**config.mk**
```make
export PLATFORM = sky130hd
export DESIGN_NAME = beta_trap_ctrl_unit
export DESIGN_NICKNAME = d
export VERILOG_FILES = /design/src/rtl/beta_csr_pkg.sv /design/src/rtl/beta_trap_prio_enc.sv /design/src/rtl/beta_trap_ctrl_unit.sv
export SDC_FILE = /design/constraint.sdc
export NUM_CORES = 1
export LEC_CHECK = 0
export BUFFER_PORTS_ARGS = -buffer_cell sky130_fd_sc_hd__buf_4
export CAP_MARGIN = 20
export CORE_AREA = 2 2 160 162
export CTS_CLUSTER_SIZE = 12
export DETAILED_ROUTE_END_ITERATION = 10
export DIE_AREA = 0 0 162 164
export GPL_TIMING_DRIVEN = 0
export PLACE_DENSITY_LB_ADDON = 0.15
export SLEW_MARGIN = 20
export SYNTH_ARGS = -nofsm -noshare
export SYNTH_HDL_FRONTEND = slang
export SYNTH_HIERARCHICAL = 1
export SYNTH_SLANG_ARGS = --single-unit
```
**constraint.sdc**
```tcl
create_clock -name clk_i -period 3.7 [get_ports clk_i]
set_clock_uncertainty 0.15 [all_clocks]
set_input_delay 0.555 -clock clk_i [delete_from_list [all_inputs] [get_ports clk_i]]
set_output_delay 0.555 -clock clk_i [all_outputs]
set_load 0.02 [all_outputs]
```
**src/rtl/beta_csr_pkg.sv**
```systemverilog
// Shared CSR-side types and constants for the trap control unit and its priority encoder.
package beta_csr_pkg;

  localparam int CSR_XLEN = 32;

  localparam logic [4:0] EXC_FETCH_MIS = 5'd0;
  localparam logic [4:0] EXC_ILLEGAL   = 5'd2;
  localparam logic [4:0] EXC_EBREAK    = 5'd3;
  localparam logic [4:0] EXC_LOAD_MIS  = 5'd4;
  localparam logic [4:0] EXC_STORE_MIS = 5'd6;
  localparam logic [4:0] EXC_ECALL_U   = 5'd8;
  localparam logic [4:0] EXC_ECALL_M   = 5'd11;

  localparam logic [4:0] INT_MSI = 5'd3;
  localparam logic [4:0] INT_MTI = 5'd7;
  localparam logic [4:0] INT_MEI = 5'd11;

  localparam int EXC_BIT_FETCH_MIS = 0;
  localparam int EXC_BIT_ILLEGAL   = 1;
  localparam int EXC_BIT_EBREAK    = 2;
  localparam int EXC_BIT_ECALL     = 3;
  localparam int EXC_BIT_LOAD_MIS  = 4;
  localparam int EXC_BIT_STORE_MIS = 5;

  localparam logic [1:0] MTVEC_DIRECT   = 2'b00;
  localparam logic [1:0] MTVEC_VECTORED = 2'b01;

  typedef enum logic [1:0] {
    TCU_IDLE,
    TCU_CSR_WR,
    TCU_REDIRECT
  } tcu_state_t;

  typedef enum logic [1:0] {
    TVAL_ZERO,
    TVAL_ADDR,
    TVAL_INSTR
  } tval_sel_t;

  typedef struct packed {
    logic                mie;
    logic                mpie;
    logic [1:0]          mpp;
    logic [CSR_XLEN-1:0] mtvec;
    logic [CSR_XLEN-1:0] mepc;
    logic [CSR_XLEN-1:0] mcause;
    logic [CSR_XLEN-1:0] mtval;
    logic                ext_pend;
    logic                ext_en;
    logic                tim_pend;
    logic                tim_en;
    logic                soft_pend;
    logic                soft_en;
  } csr_ctrl_t;

endpackage

```
**src/rtl/beta_trap_prio_enc.sv**
```systemverilog
// Combinational trap arbiter: exceptions over enabled interrupts over MRET.
module beta_trap_prio_enc
  import beta_csr_pkg::*;
(
  input  logic [5:0] exc,
  input  logic [2:0] irq,
  input  logic       mret,
  input  logic [1:0] priv_lvl,
  output logic       evt_valid,
  output logic       is_irq,
  output logic       is_mret,
  output logic [4:0] cause,
  output tval_sel_t  tval_sel
);

  // irq is already masked by MIE and ordered {MEI, MSI, MTI}
  always_comb begin
    evt_valid = 1'b0;
    is_irq    = 1'b0;
    is_mret   = 1'b0;
    cause     = '0;
    tval_sel  = TVAL_ZERO;
    if (|exc) begin
      evt_valid = 1'b1;
      if (exc[EXC_BIT_FETCH_MIS]) begin
        cause    = EXC_FETCH_MIS;
        tval_sel = TVAL_ADDR;
      end else if (exc[EXC_BIT_ILLEGAL]) begin
        cause    = EXC_ILLEGAL;
        tval_sel = TVAL_INSTR;
      end else if (exc[EXC_BIT_EBREAK]) begin
        cause = EXC_EBREAK;
      end else if (exc[EXC_BIT_ECALL]) begin
        cause = (priv_lvl == 2'b11) ? EXC_ECALL_M : EXC_ECALL_U;
      end else if (exc[EXC_BIT_LOAD_MIS]) begin
        cause    = EXC_LOAD_MIS;
        tval_sel = TVAL_ADDR;
      end else begin
        cause    = EXC_STORE_MIS;
        tval_sel = TVAL_ADDR;
      end
    end else if (|irq) begin
      evt_valid = 1'b1;
      is_irq    = 1'b1;
      if (irq[2])      cause = INT_MEI;
      else if (irq[1]) cause = INT_MSI;
      else             cause = INT_MTI;
    end else if (mret) begin
      evt_valid = 1'b1;
      is_mret   = 1'b1;
    end
  end

endmodule

```
**src/rtl/beta_trap_ctrl_unit.sv**
```systemverilog
// Trap control unit: captures trap/MRET CSR updates at retire, strobes the regfile, then redirects fetch.
module beta_trap_ctrl_unit
  import beta_csr_pkg::*;
#(
  parameter int DataWidth = 32,
  parameter int AddrWidth = 32
) (
  input  logic                 clk_i,
  input  logic                 rst_i,
  input  logic                 retire_valid_i,
  input  logic [AddrWidth-1:0] pc_i,
  input  logic [AddrWidth-1:0] next_pc_i,
  input  logic [31:0]          instr_i,
  input  logic [AddrWidth-1:0] fault_addr_i,
  input  logic [5:0]           exc_i,
  input  logic                 mret_i,
  input  logic [1:0]           priv_lvl_i,
  input  csr_ctrl_t            csr_control_i,
  output logic                 tcu_csr_we_o,
  output logic [DataWidth-1:0] csr_mcause_o,
  output logic [DataWidth-1:0] csr_mtval_o,
  output logic [AddrWidth-1:0] csr_mepc_o,
  output logic [2:0]           csr_trap_state_o,
  output logic                 redirect_valid_o,
  output logic [AddrWidth-1:0] redirect_pc_o,
  input  logic                 redirect_ready_i,
  output logic                 flush_o,
  output logic                 busy_o
);

  tcu_state_t state_q, state_d;

  logic [2:0]     irq;
  logic           evt_valid, is_irq, is_mret, evt_fire;
  logic [4:0]     cause;
  tval_sel_t      tval_sel;

  logic [DataWidth-1:0] mcause_d, mtval_d, mcause_q, mtval_q;
  logic [AddrWidth-1:0] mepc_d, target_d, mepc_q, target_q;
  logic [2:0]           tstate_d, tstate_q;

  logic unused_mpp;
  assign unused_mpp = ^csr_control_i.mpp;

  assign irq = {3{csr_control_i.mie}} &
               {csr_control_i.ext_pend  & csr_control_i.ext_en,
                csr_control_i.soft_pend & csr_control_i.soft_en,
                csr_control_i.tim_pend  & csr_control_i.tim_en};

  beta_trap_prio_enc u_prio (
    .exc       (exc_i),
    .irq       (irq),
    .mret      (mret_i),
    .priv_lvl  (priv_lvl_i),
    .evt_valid (evt_valid),
    .is_irq    (is_irq),
    .is_mret   (is_mret),
    .cause     (cause),
    .tval_sel  (tval_sel)
  );

  assign evt_fire = (state_q == TCU_IDLE) && retire_valid_i && evt_valid;

  always_comb begin
    mcause_d                = '0;
    mcause_d[4:0]           = cause;
    mcause_d[DataWidth-1]   = is_irq;
    case (tval_sel)
      TVAL_ADDR:  mtval_d = DataWidth'(fault_addr_i);
      TVAL_INSTR: mtval_d = DataWidth'(instr_i);
      default:    mtval_d = '0;
    endcase
    mepc_d   = is_irq ? next_pc_i : pc_i;
    tstate_d = {1'b0, csr_control_i.mie, 1'b1};
    target_d = AddrWidth'(csr_control_i.mtvec) & ~AddrWidth'(3);
    if (is_irq && (csr_control_i.mtvec[1:0] == MTVEC_VECTORED))
      target_d = target_d + AddrWidth'({cause, 2'b00});
    // MRET rewrites the same CSRs, so the current values pass straight through
    if (is_mret) begin
      mcause_d = DataWidth'(csr_control_i.mcause);
      mtval_d  = DataWidth'(csr_control_i.mtval);
      mepc_d   = AddrWidth'(csr_control_i.mepc);
      tstate_d = {csr_control_i.mpie, 1'b1, 1'b0};
      target_d = AddrWidth'(csr_control_i.mepc);
    end
  end

  always_comb begin
    state_d = state_q;
    case (state_q)
      TCU_IDLE:     if (evt_fire) state_d = TCU_CSR_WR;
      TCU_CSR_WR:   state_d = TCU_REDIRECT;
      TCU_REDIRECT: if (redirect_ready_i) state_d = TCU_IDLE;
      default:      state_d = TCU_IDLE;
    endcase
  end

  always_ff @(posedge clk_i) begin
    if (rst_i) begin
      state_q  <= TCU_IDLE;
      mcause_q <= '0;
      mtval_q  <= '0;
      mepc_q   <= '0;
      tstate_q <= '0;
      target_q <= '0;
    end else begin
      state_q <= state_d;
      if (evt_fire) begin
        mcause_q <= mcause_d;
        mtval_q  <= mtval_d;
        mepc_q   <= mepc_d;
        tstate_q <= tstate_d;
        target_q <= target_d;
      end
    end
  end

  assign tcu_csr_we_o     = (state_q == TCU_CSR_WR);
  assign redirect_valid_o = (state_q == TCU_REDIRECT);
  assign busy_o           = (state_q != TCU_IDLE);
  assign flush_o          = busy_o || evt_fire;
  assign csr_mcause_o     = mcause_q;
  assign csr_mtval_o      = mtval_q;
  assign csr_mepc_o       = mepc_q;
  assign csr_trap_state_o = tstate_q;
  assign redirect_pc_o    = target_q;

endmodule

```
==> summary.md <==
The wire-length estimate of the detail-placed layout is 28.8 mm. The floorplan step set the die height to 164 um. The run gives 17 as the pin count of the biggest net entering global routing. Of all flip-flops after synthesis, the portion carrying an async set or reset was 0%.

Across the VDD grid, the largest voltage drop is 0.188 mV. On the critical path, the stage with the largest delay is an instance of sky130_fd_sc_hd__a211oi_1. The overall global routing resource usage was 26.2%.

During placement, the flow inserted port buffers numbering 411. Summed over all cells, the static leakage comes to 4.85 nW. The tools report the number of hold violations in the final report as 0. The number of nets in the final layout was 1,680. The initial antenna violation count was 2; the relative slew slack was 46.8%.

The kind of critical path is in2reg. The top cell type by area accounts for 36.4% of the synthesized area. Setup violations remaining at the end of the flow were counted as 0. The post-CTS setup repair buffer count came out at 0.

The H-tree was split into 4 levels. The worst setup path is launched from an input pin. The number of nets handed over by synthesis was 1,250.

Of the available clock period, the critical path in the final layout requires 93.7%. For the via count of the first global-routing pass, the log shows 8,905. Clock latency on the worst-skew pair, taken at its later pin, is 0.42 ns. The sequential element share of the synthesized area was 36.4%; the pin slew with the least headroom to its limit was 0.798 ns. Average footprint of a synthesized cell: 7.60 um^2. In this design, the stage delay of the slowest critical-path cell is 0.51 ns. The clock root buffer is sky130_fd_sc_hd__clkbuf_16. The run gives 0 as the overall overflow remaining after global route. The horizontal die dimension was 162 um. The tools report the count of mapped cells out of synthesis as 963.

The run gives 29.5% as the starting density of the core. The run gives 0 as the total count of max-transition violations in the final report. For the final routed database, the setup TNS stands at 0 ns. The clock sink count came out at 133. The area growth from synthesis to layout is 55.8%. The worst hold path belongs to the class in2reg. The run finished with clean final reports. The residual DRC count is 0, and the number of top-level pins is 414. Synthesis inferred 133 register bits. Of all nets on the critical path, the largest fanout is 9. Data on the critical path is required at its endpoint by 3.86 ns. Placer's final routability congestion estimate: 0.842. No sink is reached through more buffers than the 2 on the longest clock path. The type of destination of the critical path was a flop. The internal power of the cells totals 0.00289 W. The top flip-flop cell by instance count after synthesis was sky130_fd_sc_hd__dfxtp_1.

The most area-hungry cell type in the Yosys netlist was sky130_fd_sc_hd__dfxtp_1. The area of the mapped netlist is 7310 um^2, and the per-cell routed wire length is 20.5 um. The clock network is responsible for 39.3% of the overall power. Of the cells placed in the final design, the portion with a size suffix greater than 1 is 34.1%. Number of gates given a new drive strength after cts: 0. In this run, synthesis inferred 0 flip-flops with an integrated enable. Global-route wire length before repair: 52.6 mm.

For this design the total switching power over the nets is 0.00139 W. The core region is 24,800 um^2. By instance count, the leading cell after synthesis is sky130_fd_sc_hd__nand2_1.

By count the netlist is led by 166 x sky130_fd_sc_hd__nand2_1, 133 x sky130_fd_sc_hd__dfxtp_1, 90 x sky130_fd_sc_hd__a21oi_1. The tool flagged a number of max-cap violations equal to 0. For the remaining antenna violation count, the log shows 0. Counting the buffers created by CTS gives 17.

The top achievable clock speed is 288 MHz. Traced cell by cell, the critical path runs through buf_4 -> and3_1 -> or3_1 -> nand3_1 -> o31ai_1 -> ha_1 -> fa_1 -> a211oi_1 -> o21bai_2 -> a31oi_1 -> o21ai_1 -> a32o_1. During synthesis, Yosys emitted a total of 6 warnings. Of the total power, the share spent switching nets is 32.4%. Measured in cells, the most critical reg-to-reg path has a length of 5. Summing over every cut layer, the via total after detailed routing is 9,030. The shortest clock period the worst path allows after layout was 3.47 ns. In the routed layout, each cell is associated on average with a via count of 5.20.

The number of search-and-repair iterations in the first detailed-routing pass was 5; the overall die area was 26,600 um^2. Clock-pin slew was measured on the worst setup and hold paths at 0.07 ns. The final layout contains routed wiring with a total length of 35.7 mm. Along the worst hold path, the cell count comes to 3. Dividing total power by cell area gives a power density of 376 nW/um^2. The post-synthesis cell type count was 69; the combinational share of power was 23.8%.

Buffers inserted to repair hold after CTS numbered 0. Setup repair after global routing left no endpoint under its margin. The proportion of power drawn by flip-flops and latches was 36.9%; the iteration-0 DRC count of the detailed router was 596. The floorplan has 58 rows.

TritonCTS built the clock tree. Measured on the finished design, the core utilization comes to 45.9%. After synthesis, the cell types taking the most area are sky130_fd_sc_hd__dfxtp_1 36%, sky130_fd_sc_hd__nand2_1 8.5%, sky130_fd_sc_hd__a21oi_1 6.2%. STA puts the critical path data arrival time at 3.63 ns.
==> metrics by stage <==
step	hold WS [ns]	instances	setup WS (ns)	area, um^2	total power [W]
after CTS	0.240	1736	0.218	11400	0.00431
after floorplan	0.380	963	0.398	7310	0.00206
final	0.246	1737	0.231	11400	0.00428
after detailed placement	0.295	1704	-0.216	10800	0.00263
after global routing	0.251	1737	0.00933	11400	0.00445
after global placement	0.289	1704	-0.231	10800	0.00262
==> cells by family (layout without fill, tap and decap cells) <==
logic type | count (synthesis) | count (layout) | share of synthesized area, %
mux | 41 | 41 | 5.61
xor+xnor | 10 | 10 | 1.20
flops | 133 | 133 | 36.4
fa+ha+maj | 8 | 8 | 1.47
buf+inv | 94 | 537 | 5.35
other cells | 1 | 2 | 0.0513
simple gates | 401 | 401 | 26.3
compound gates | 275 | 275 | 23.6
==> metal layers <==
layer	global-route usage (%)	wire length, um
met1	31.8	14700
met2	44.7	17100
met3	7.12	2810
met4	8.89	1050
met5	0	0
==> layout make-up <==
class	count	area (um^2)
diodes	1	2.50
plain buffers	85	358
clock buffers	18	439
clock inverters	14	138
fillers	2606	13400
inverters	9	33.8
multi-input cells	736	4260
flip-flops and latches	133	2660
well taps	330	413
repair buffers	411	3090
==> cells in the final DEF (no fill, tap or decap), types with 5 or more instances in the layout <==
| cell | n |
|---|---|
| sky130_fd_sc_hd__nor2_1 | 56 |
| sky130_fd_sc_hd__dfxtp_1 | 133 |
| sky130_fd_sc_hd__ha_1 | 7 |
| sky130_fd_sc_hd__nand3_1 | 87 |
| sky130_fd_sc_hd__xnor2_1 | 5 |
| sky130_fd_sc_hd__o22ai_1 | 8 |
| sky130_fd_sc_hd__nand4_1 | 8 |
| sky130_fd_sc_hd__a211oi_1 | 11 |
| sky130_fd_sc_hd__xor2_1 | 5 |
| sky130_fd_sc_hd__a21oi_1 | 90 |
| sky130_fd_sc_hd__a31oi_1 | 8 |
| sky130_fd_sc_hd__clkbuf_1 | 53 |
| sky130_fd_sc_hd__buf_1 | 12 |
| sky130_fd_sc_hd__o21ai_1 | 38 |
| sky130_fd_sc_hd__nor4_1 | 6 |
| sky130_fd_sc_hd__o211ai_1 | 54 |
| sky130_fd_sc_hd__o21ai_0 | 9 |
| sky130_fd_sc_hd__mux2i_1 | 41 |
| sky130_fd_sc_hd__nand2_1 | 166 |
| sky130_fd_sc_hd__nand2b_1 | 16 |
| sky130_fd_sc_hd__clkbuf_16 | 17 |
| sky130_fd_sc_hd__inv_1 | 7 |
| sky130_fd_sc_hd__a22oi_1 | 32 |
| sky130_fd_sc_hd__and3_1 | 15 |
| sky130_fd_sc_hd__inv_8 | 5 |
| sky130_fd_sc_hd__nor3_1 | 13 |
| sky130_fd_sc_hd__buf_2 | 16 |
| sky130_fd_sc_hd__buf_4 | 414 |
==> state kept, by name (all words and copies together) (netlist names) <==
register          cells
redirect_pc_o        32
csr_trap_state_o      3
csr_mepc_o           32
csr_mtval_o          32
csr_mcause_o         32
state_q               2
==> worst paths after layout <==
| path | from | to | slack (ns) |
|---|---|---|---|
| setup / recovery | csr_control_i[5] | redirect_pc_o[20]$_SDFFE_PP0P_ | 0.23 |
| hold / removal | csr_control_i[121] | redirect_pc_o[19]$_SDFFE_PP0P_ | 0.25 |
| setup reg to reg | state_q[1]$_SDFFE_PP0P_ | redirect_pc_o[4]$_SDFFE_PP0P_ | 1.35 |
| hold reg to reg | csr_mcause_o[27]$_SDFFE_PP0P_ | csr_mcause_o[27]$_SDFFE_PP0P_ | 0.30 |
==> worst max-delay path, delay by kind of cell <==
| kind | cells | cell delay, ns |
|---|---|---|
| AO/OA/AOI/OAI | 6 | 1.52 |
| AND/OR/NAND/NOR | 3 | 0.74 |
| adder cells (fa/ha/maj) | 2 | 0.72 |
| buffers and inverters | 1 | 0.11 |
==> power groups by stage <==
stage	clock (W)	combinational (W)	sequential [W]
floorplan	0	0.000356	0.00171
global placement	0	0.00102	0.00161
detailed placement	0	0.00102	0.00161
CTS	0.00170	0.00102	0.00158
global route	0.00176	0.00111	0.00159
finish	0.00168	0.00102	0.00158
No activity file was read; power rests on OpenSTA's default activity.
